File: src/rtl/agc_pkg.sv
// rtl/agc_pkg.sv - shared types and widths for the AGC gain sequencer
// Contents: sequencer state enum, gain/control/thermometer widths.
package agc_pkg;

  localparam int GAIN_W     = 6;
  localparam int VGA_CTRL_W = 64;
  localparam int THERM_W    = 63;

  typedef enum logic [1:0] {
    ST_IDLE   = 2'd0,
    ST_RAMP   = 2'd1,
    ST_SETTLE = 2'd2,
    ST_LOCKED = 2'd3
  } agc_state_t;

endpackage

File: src/rtl/gain_thermometer.sv
// rtl/gain_thermometer.sv - binary gain code to thermometer code
// Ports:
//   gain  in  [5:0]  gain code 0..63
//   therm out [62:0] therm[i] = (i < gain)
module gain_thermometer
  import agc_pkg::*;
(
  input  logic [GAIN_W-1:0]  gain,
  output logic [THERM_W-1:0] therm
);

  always_comb begin
    therm = '0;
    for (int i = 0; i < THERM_W; i++) begin
      therm[i] = (GAIN_W'(i) < gain);
    end
  end

endmodule

File: src/rtl/vga_gain_sequencer.sv
// rtl/vga_gain_sequencer.sv - VGA gain ramp / settle / lock sequencer
// Ports:
//   clk          in        rising-edge clock
//   RESETn       in        synchronous active-low reset
//   gain_in      in  [5:0] requested gain from the AGC search
//   gain_valid   in        strobe qualifying gain_in
//   agc_done     in        AGC search complete (level)
//   relock       in        strobe leaving LOCKED
//   vga_control  out [63:0] [62:0] thermometer of cur_gain, [63] lock flag
//   cur_gain     out [5:0] applied gain
//   busy         out       RAMP or SETTLE
//   settled      out       one-cycle pulse at settle expiry
//   locked       out       in LOCKED
// Build option: define VGA_GAIN_RAMP_EN to step the gain 1 LSB every
// STEP_DIV cycles; otherwise an accepted gain is applied on the next edge.
module vga_gain_sequencer
  import agc_pkg::*;
#(
  parameter int unsigned       STEP_DIV      = 2,
  parameter int unsigned       SETTLE_CYCLES = 16,
  parameter logic [GAIN_W-1:0] RESET_GAIN    = 6'd32
) (
  input  logic                  clk,
  input  logic                  RESETn,
  input  logic [GAIN_W-1:0]     gain_in,
  input  logic                  gain_valid,
  input  logic                  agc_done,
  input  logic                  relock,
  output logic [VGA_CTRL_W-1:0] vga_control,
  output logic [GAIN_W-1:0]     cur_gain,
  output logic                  busy,
  output logic                  settled,
  output logic                  locked
);

  if (STEP_DIV < 1 || STEP_DIV > 15) begin : g_bad_step_div
    $error("STEP_DIV must be 1..15");
  end
  if (SETTLE_CYCLES < 1 || SETTLE_CYCLES > 255) begin : g_bad_settle
    $error("SETTLE_CYCLES must be 1..255");
  end

  localparam logic [7:0] SETTLE_LAST = 8'(SETTLE_CYCLES - 1);

  agc_state_t        state_q, state_d;
  logic [GAIN_W-1:0] gain_d;
  logic [7:0]        settle_q, settle_d;
  logic              done_pend_q, done_pend_d;
  logic              settled_d;
  logic              busy_d, locked_d;
  logic [GAIN_W-1:0] therm_gain;
  logic [THERM_W-1:0] therm;

`ifdef VGA_GAIN_RAMP_EN
  localparam logic [3:0] STEP_LAST = 4'(STEP_DIV - 1);
  logic [GAIN_W-1:0] target_q, target_d;
  logic [3:0]        step_q, step_d;
  logic [GAIN_W-1:0] ramp_tgt;
  logic [GAIN_W-1:0] ramp_next;

  // A retarget takes effect on the same edge it is presented.
  assign ramp_tgt  = gain_valid ? gain_in : target_q;
  assign ramp_next = (ramp_tgt > cur_gain) ? cur_gain + 6'd1 : cur_gain - 6'd1;
`endif

  // State register
  always_ff @(posedge clk) begin
    if (!RESETn) begin
      state_q     <= ST_IDLE;
      cur_gain    <= RESET_GAIN;
      settle_q    <= '0;
      done_pend_q <= 1'b0;
`ifdef VGA_GAIN_RAMP_EN
      target_q    <= RESET_GAIN;
      step_q      <= '0;
`endif
    end else begin
      state_q     <= state_d;
      cur_gain    <= gain_d;
      settle_q    <= settle_d;
      done_pend_q <= done_pend_d;
`ifdef VGA_GAIN_RAMP_EN
      target_q    <= target_d;
      step_q      <= step_d;
`endif
    end
  end

  // Next-state and datapath
  always_comb begin
    state_d   = state_q;
    gain_d    = cur_gain;
    settle_d  = settle_q;
    settled_d = 1'b0;
`ifdef VGA_GAIN_RAMP_EN
    target_d  = target_q;
    step_d    = step_q;
`endif
    case (state_q)
      ST_IDLE: begin
        if (done_pend_q || agc_done) begin
          state_d = ST_LOCKED;
        end else if (gain_valid) begin
          settle_d = '0;
`ifdef VGA_GAIN_RAMP_EN
          target_d = gain_in;
          step_d   = '0;
          state_d  = (gain_in != cur_gain) ? ST_RAMP : ST_SETTLE;
`else
          gain_d   = gain_in;
          state_d  = ST_SETTLE;
`endif
        end
      end
`ifdef VGA_GAIN_RAMP_EN
      ST_RAMP: begin
        target_d = ramp_tgt;
        if (cur_gain == ramp_tgt) begin
          // Retarget onto the current gain: nothing left to step.
          state_d  = ST_SETTLE;
          settle_d = '0;
        end else if (step_q == STEP_LAST) begin
          step_d = '0;
          gain_d = ramp_next;
          if (ramp_next == ramp_tgt) begin
            state_d  = ST_SETTLE;
            settle_d = '0;
          end
        end else begin
          step_d = step_q + 4'd1;
        end
      end
`endif
      ST_SETTLE: begin
        if (gain_valid) begin
          settle_d = '0;
`ifdef VGA_GAIN_RAMP_EN
          target_d = gain_in;
          if (gain_in != cur_gain) state_d = ST_RAMP;
`else
          gain_d   = gain_in;
`endif
        end else if (settle_q == SETTLE_LAST) begin
          settled_d = 1'b1;
          settle_d  = '0;
          state_d   = done_pend_q ? ST_LOCKED : ST_IDLE;
        end else begin
          settle_d = settle_q + 8'd1;
        end
      end
      ST_LOCKED: begin
        if (relock) state_d = ST_IDLE;
      end
      default: state_d = ST_IDLE;
    endcase

    // relock beats agc_done; entering LOCKED consumes the pending request.
    done_pend_d = done_pend_q;
    if (relock) begin
      done_pend_d = 1'b0;
    end else if (state_d == ST_LOCKED && state_q != ST_LOCKED) begin
      done_pend_d = 1'b0;
    end else if (agc_done && state_q != ST_LOCKED) begin
      done_pend_d = 1'b1;
    end
  end

  // Output decode; registered below so outputs line up with the new state.
  always_comb begin
    busy_d     = (state_d == ST_RAMP) || (state_d == ST_SETTLE);
    locked_d   = (state_d == ST_LOCKED);
    therm_gain = RESETn ? gain_d : RESET_GAIN;
  end

  gain_thermometer u_therm (
    .gain  (therm_gain),
    .therm (therm)
  );

  always_ff @(posedge clk) begin
    if (!RESETn) begin
      busy        <= 1'b0;
      settled     <= 1'b0;
      locked      <= 1'b0;
      vga_control <= {1'b0, therm};
    end else begin
      busy        <= busy_d;
      settled     <= settled_d;
      locked      <= locked_d;
      vga_control <= {locked_d, therm};
    end
  end

endmodule

File: config.mk
export PLATFORM = sky130hd
export DESIGN_NAME = vga_gain_sequencer
export DESIGN_NICKNAME = d
export VERILOG_FILES = /design/src/rtl/agc_pkg.sv /design/src/rtl/gain_thermometer.sv /design/src/rtl/vga_gain_sequencer.sv
export SDC_FILE = /design/constraint.sdc
export NUM_CORES = 1
export LEC_CHECK = 0
export ABC_AREA = 1
export CAP_MARGIN = 40
export CORE_MARGIN = 1
export CORE_UTILIZATION = 45
export CTS_BUF_LIST = sky130_fd_sc_hd__clkbuf_8
export DETAILED_ROUTE_END_ITERATION = 8
export GPL_ROUTABILITY_DRIVEN = 1
export GPL_TIMING_DRIVEN = 0
export PLACE_DENSITY = 0.74
export SLEW_MARGIN = 20
export SYNTH_ARGS = -nofsm -noshare
export SYNTH_HDL_FRONTEND = slang
export SYNTH_HIERARCHICAL = 1
export SYNTH_SLANG_ARGS = --single-unit
File: constraint.sdc
create_clock -name clk -period 2.4 [get_ports clk]
set_input_delay 0.6 -clock clk [delete_from_list [all_inputs] [get_ports clk]]
set_output_delay 0.6 -clock clk [all_outputs]
set_load 0.1 [all_outputs]
# Yosys cells after proc, flatten, opt, wreduce, memory -nomap -nowiden
# Index checks and enable logic that the tools add are counted.
classes:
  n_bitwise: 2
  add_sub_neg: 1
  n_mux: 17
  magnitude_cmp: 63
  eq_ne: 9
  n_reduce_logical: 9
ops:
  columns: ["op", "n"]
  rows:
  - ["< comparator 6 bit, first input constant", 31]
  - ["< comparator 5 x 6 -> 1 bit, first input constant", 16]
  - ["< comparator 4 x 6 -> 1 bit, first input constant", 8]
  - ["2-to-1 mux 8 bit", 4]
  - ["< comparator 3 x 6 -> 1 bit, first input constant", 4]
  - ["2-to-1 mux 6 bit", 3]
  - ["case mux 8 bit (2 select lines)", 1]
  - ["< comparator 1 x 6 -> 1 bit, first input constant", 2]
  - ["< comparator 2 x 6 -> 1 bit, first input constant", 2]
  - ["2-to-1 mux 2 bit", 6]
  - ["case mux 6 bit (2 select lines)", 1]
  - ["adder 8 x 1 -> 8 bit, second input constant", 1]
  - ["== test 2 bit, second input constant", 4]
  - ["== test 8 x 4 -> 1 bit, second input constant", 1]
  - ["inequality test 2 bit, second input constant", 3]
  - ["case mux 2 bit (3 select lines)", 1]
  - ["OR reduction 3 bit", 2]
  - ["AND reduction 3 bit", 1]
  - ["== test 2 x 1 -> 1 bit, second input constant", 1]
  - ["logical AND 1 bit", 2]
  - ["logical NOT 2 bit", 1]
  - ["logical OR 1 bit", 2]
  - ["inverter 1 bit", 2]
  - ["nonzero test 2 bit", 1]
  - ["2-to-1 mux 1 bit", 1]
totals:
  inputBits: 11
  ff_bits: 83
  elab_cells: 109
  out_inout_bits: 73

# Depth between registers and ports, before layout
depth:
  ltp_word: 7
  ltp_mapped: 12
  depth_no_buf: 11

# Modules after synthesis
# The synthesis kept the hierarchy.
modules_own_cells:
  columns: ["module", "area_per_inst_um2", "n_inst", "cells_per_inst"]
  rows:
  - ["vga_gain_sequencer", 2212.1, 1, 195]
  - ["gain_thermometer", 529.3, 1, 124]

# Worst setup path before layout
# No wires, ideal clock.
synth_timing:
  kind: "input-to-reg"
  start: "in agc_done"
  end: "reg vga_control[21]"
  setup_slack_ns: 0.319
  n_path_buf: 0
  t_required_ns: 2.284
  setup_time_ns: 0.116
  stages: 10
  arrival_time_ns: 1.966
  path_cell_list: "o21ai_0 > nand2_1 > inv_1 > nor2_1 > nor2_1 > inv_2 > nor2_1 > inv_1 > nor2_1 > nor2_1"
synth_between:
  elab_chain_cells: 5
synth_rtl:
  columns: ["item", "line_no", "text"]
  rows:
  - ["start: declaration", "vga_gain_sequencer.sv:27", "input logic agc_done,"]
  - ["logical OR 1 bit", "vga_gain_sequencer.sv:101", "if (done_pend_q || agc_done) begin"]
  - ["2-to-1 mux 6 bit", "vga_gain_sequencer.sv:101", null]
  - ["case mux 6 bit (2 select lines)", "vga_gain_sequencer.sv:99", "case (state_q)"]
  - ["2-to-1 mux 6 bit", null, null]
  - ["via therm_gain[4]", "vga_gain_sequencer.sv:51", "logic [GAIN_W-1:0] therm_gain;"]
  - ["< comparator 5 x 6 -> 1 bit", "gain_thermometer.sv:15", "therm[i] = (GAIN_W'(i) < gain);"]
  - ["via therm[21]", "vga_gain_sequencer.sv:52", "logic [THERM_W-1:0] therm;"]
  - ["end signal: assignment", "vga_gain_sequencer.sv:185", "vga_control <= {1'b0, therm};"]
  - ["end signal: assignment", "vga_gain_sequencer.sv:190", "vga_control <= {locked_d, therm};"]
  - ["end: declaration", "vga_gain_sequencer.sv:29", "output logic [VGA_CTRL_W-1:0] vga_control,"]
# The timed path passes the listed nets, and every way through them passes these cells.
# A chain may end at the register's enable or synchronous reset.

# Worst setup path after layout
layout_timing:
  start: "in gain_valid"
  end: "reg vga_control[41]"
layout_between:
  elab_chain_cells: 5
layout_rtl:
  columns: ["item", "line_no", "text"]
  rows:
  - ["start: declaration", "vga_gain_sequencer.sv:26", "input logic gain_valid,"]
  - ["2-to-1 mux 6 bit (*)", "vga_gain_sequencer.sv:103, vga_gain_sequencer.sv:135", null]
  - ["2-to-1 mux 6 bit", "vga_gain_sequencer.sv:101", null]
  - ["case mux 6 bit (2 select lines) (*)", "vga_gain_sequencer.sv:99", null]
  - ["2-to-1 mux 6 bit (*)", null, null]
  - ["via therm_gain[2]", "vga_gain_sequencer.sv:51", null]
  - ["< comparator 6 bit (*)", "gain_thermometer.sv:15", null]
  - ["via therm[41]", "vga_gain_sequencer.sv:52", null]
# Mark *: on every way through the listed nets, which the timed path passes. The rest lies on a longest branch.

==> run_results.csv <==
group,metric,value,unit
floorplanning,io_pins,84,
global_route,grt_pass1_wl,15.0,mm
power,p_seq_share,32.3,%
sta,fin_crit_sh,106,%
final_layout,drive_above_1_share,29.1,%
setup_path,crit_path_top_delay_cell,"clkdlybuf4s50_1",
cts,clk_path_buf_depth,2,
power,switchingPower,2.11,mW
setup_path,path_cells,"clkdlybuf4s50_1 -> inv_2 -> nor2_4 -> nand2_2 -> o21ai_0 -> nor2_2 -> buf_6 -> inv_1 -> nand2_1 -> nor2_2 -> a21oi_1",
cts,cts_root_buffer,"clkbuf_8",
routing,ant_nets,0,
power,p_leak,2.28,nW
routing,drt_first_pass_iters,5,
placement,pre_cts_ws,-0.745,ns
final_layout,final_area,5250,µm²
setup_path,cp_num_buf_inv,4,
sta,min_period,2.54,ns
routing,vias,3032,
floorplanning,core,5890,µm²
routing,routedWlPerCell,19.0,µm
cts,path_clk_slew,0.08,ns
synthesis,synth_top_area_cell,"dfxtp_1",
setup_path,crit_path_max_incr_delay,0.55,ns
routing,via_per_inst,5.29,
outcome,violations,"setup timing",
power,p_per_area,937,nW/µm²
global_route,grt_overflow,0,
placement,port_buffers,83,
setup_path,cp.arrival,2.77,ns
setup_path,required,2.64,ns
sta,layout_setup_ws,-0.135,ns
floorplanning,dieArea,6410,µm²
cts,cts_hold_buf,0,
sta,setup-violations-final,14,
placement,gp_congestion,0.842,
synthesis,syn_area,2740,µm²
synthesis,ys_seq_elements,83,
power,combPwrFrac,46.5,%
sta,fmax,394,MHz
run,max_cap_violations,0,
power,clockPowerShare,21.2,%
synthesis,synth-seq-area-share,60.6,%
setup_path,cp-start-kind,"primary input",
power,switching_share,43.0,%
sta,finalMaxSlewViolations,0,
floorplanning,row_count,28,
cts,tritoncts,"done",
setup_path,cpMostUsedCell,"nor2_2",
setup_path,crit_family,"buffers and inverters",
global_route,grt_usage,32.9,%
setup_path,crit_type,"primary input to register",
setup_path,crit_path_end_kind,"register",
cts,cts_num_sinks,83,
global_route,antenna_found_initial,0,
cts,htreeDepth,3,
floorplanning,die_height,80.1,µm
placement,hpwl,7.02,mm
final_layout,num_antenna_cells,0,
synthesis,synth_fp_nets,332,
sta,rsz0062_at_grt,"true",
synthesis,synth.top_cell.area_share,60.6,%
cts,clock_latency,0.36,ns
final_layout,nets,506,
power,power.internal,2.81,mW
synthesis,syn_area_per_cell,8.59,µm²
power,vdd_drop_max,883,µV
synthesis,synth_cell_types,24,
routing,drc_errors,0,
setup_path,crit_fanout,10,
cts,cts_buffers,9,
global_route,grt_max_degree,15,
synthesis,netlist_top_cells_area,"dfxtp_1 61%, nand2_1 8.8%, nor2_1 5.1%",
sta,worst_pin_slew,0.435,ns
min_path,min_path_type,"register to register",
outcome,status,"finished with violations",
sta,relSlewSlack,70.7,%
final_layout,nFillCells,257,
floorplanning,die_x,80.1,µm
synthesis,syn_inst,319,
global_route,grt_pass1_vias,3035,
sta,tns,-0.636,ns
power,power,4.92,mW
routing,first_iter_violations,255,
routing,wirelength,10.9,mm
sta,hold_slack,0.505,ns
sta,hold_violations,0,
final_layout,area_growth,91.6,%
floorplanning,start_util,46.6,%
placement,post_dp_cell_area,4870,µm²
sta,fin_skew,0.0104,ns
synthesis,synth-warning-count,6,
## what timing repair did
action                                  in CTS  in global routing
endpoints found under the setup margin      61                 50
gates cloned                                 0                  0
gates resized for setup                     19                 32
pin swaps                                    0                  1
buffers inserted                             1                  6
## Yosys cell counts
master	instances
dfxtp_1	83
nand2_1	64
nor2_1	37
inv_1	34
o21ai_0	26
a21oi_1	18
nand3_1	16
inv_2	5
buf_2	4
clkbuf_1	4
nand2_2	4
nand4_1	4
a31oi_1	3
nor2_4	3
buf_4	2
ha_1	2
o21ai_1	2
o21ai_2	2
a211oi_1	1
a21oi_2	1
and3_1	1
inv_4	1
nand2_4	1
xor2_1	1
## worst register-to-register path, cell delays in order (launching register included)
cell and delay (ns):
dfxtp_1 0.41, inv_2 0.08, o21ai_1 0.13, nand2_2 0.16, o21ai_0 0.27, nor2_2 0.08, buf_6 0.16, inv_1 0.25
nand2_1 0.18, nor2_2 0.20, a21oi_1 0.12
## stage by stage
step,util [%],cells
after floorplan,-,319
after global placement,62.3,477
after detailed placement,82.8,550
after CTS,87.1,567
after global routing,89.2,573
final,89.2,573
## sequential cells by signal (all words and copies together) (netlist names)
register and cells:
vga_control 63, locked 1, done_pend_q 1, settle_q 8, cur_gain 6, state_q 2, busy 1, settled 1
## path summary, 6_finish.rpt
kind | to | cells past startpoint | slack (ns) | start
worst min-delay path | settle_q[7] | 2 | 0.51 | settle_q[7]
worst min register to register | settle_q[7] | 2 | 0.51 | settle_q[7]
worst max register to register | vga_control[41] | 10 | 0.25 | state_q[1]
worst max-delay path | vga_control[41] | 11 | -0.14 | gain_valid
## area by class of cell
| cell class | count | area, µm² | share of cell area (%) |
|---|---|---|---|
| timing repair buffer | 163 | 2090 | 39.8 |
| sequential | 83 | 1660 | 31.6 |
| multi-input combinational | 186 | 963 | 18.3 |
| inverter | 40 | 160 | 3.05 |
| clock buffer | 10 | 138 | 2.62 |
| tap | 75 | 93.8 | 1.79 |
| buffer | 10 | 78.8 | 1.50 |
| clock inverter | 6 | 65.1 | 1.24 |
## power groups by stage
stage | Clock (mW) | Sequential [mW] | Combinational, mW
2_1_floorplan | 0 | 2.61 | 0.247
3_3_place_gp | 0 | 1.60 | 1.62
3_5_place_dp | 0 | 1.62 | 2.18
4_1_cts | 1.03 | 1.59 | 2.21
5_1_grt | 1.10 | 1.60 | 2.34
6_report | 1.05 | 1.59 | 2.29
## cell usage in the layout, fill, tap and decap left out, types with 4 or more instances in the layout
master           netlist  routed
nor2_2                 0       5
buf_16                 0       9
nand2_2                4       8
inv_2                  5       8
clkdlybuf4s50_1        0      83
clkbuf_8               0      10
nor2_1                37      26
buf_4                  2      11
buf_8                  0      64
nand3_1               16      16
nand4_1                4       4
inv_1                 34      30
o21ai_0               26      22
nor2_4                 3       9
dfxtp_1               83      83
clkinvlp_4             0       5
nand2_1               64      60
o21ai_2                2       4
a21oi_1               18      18
## layer usage
metal / GRT usage (%) / vias to the layer above / routed length [µm]
li1: - / 1347 / -
met4: 19.1 / 0 / 533
met3: 5.68 / 55 / 784
met2: 61.6 / 201 / 5790
met5: 0 / - / 0
met1: 34.0 / 1429 / 3770
## logic make-up (layout without fill, tap and decap cells)
family                   after synthesis  count (layout)  share of synthesized area [%]
AO/OA/AOI/OAI                         53              53                           10.3
adder cells (fa/ha/maj)                2               2                          0.913
buffers and inverters                 50             229                           7.39
XOR/XNOR                               1               1                          0.320
AND/OR/NAND/NOR                      130             130                           20.4
flip-flops                            83              83                           60.6
(Power assumes the default switching activity.)
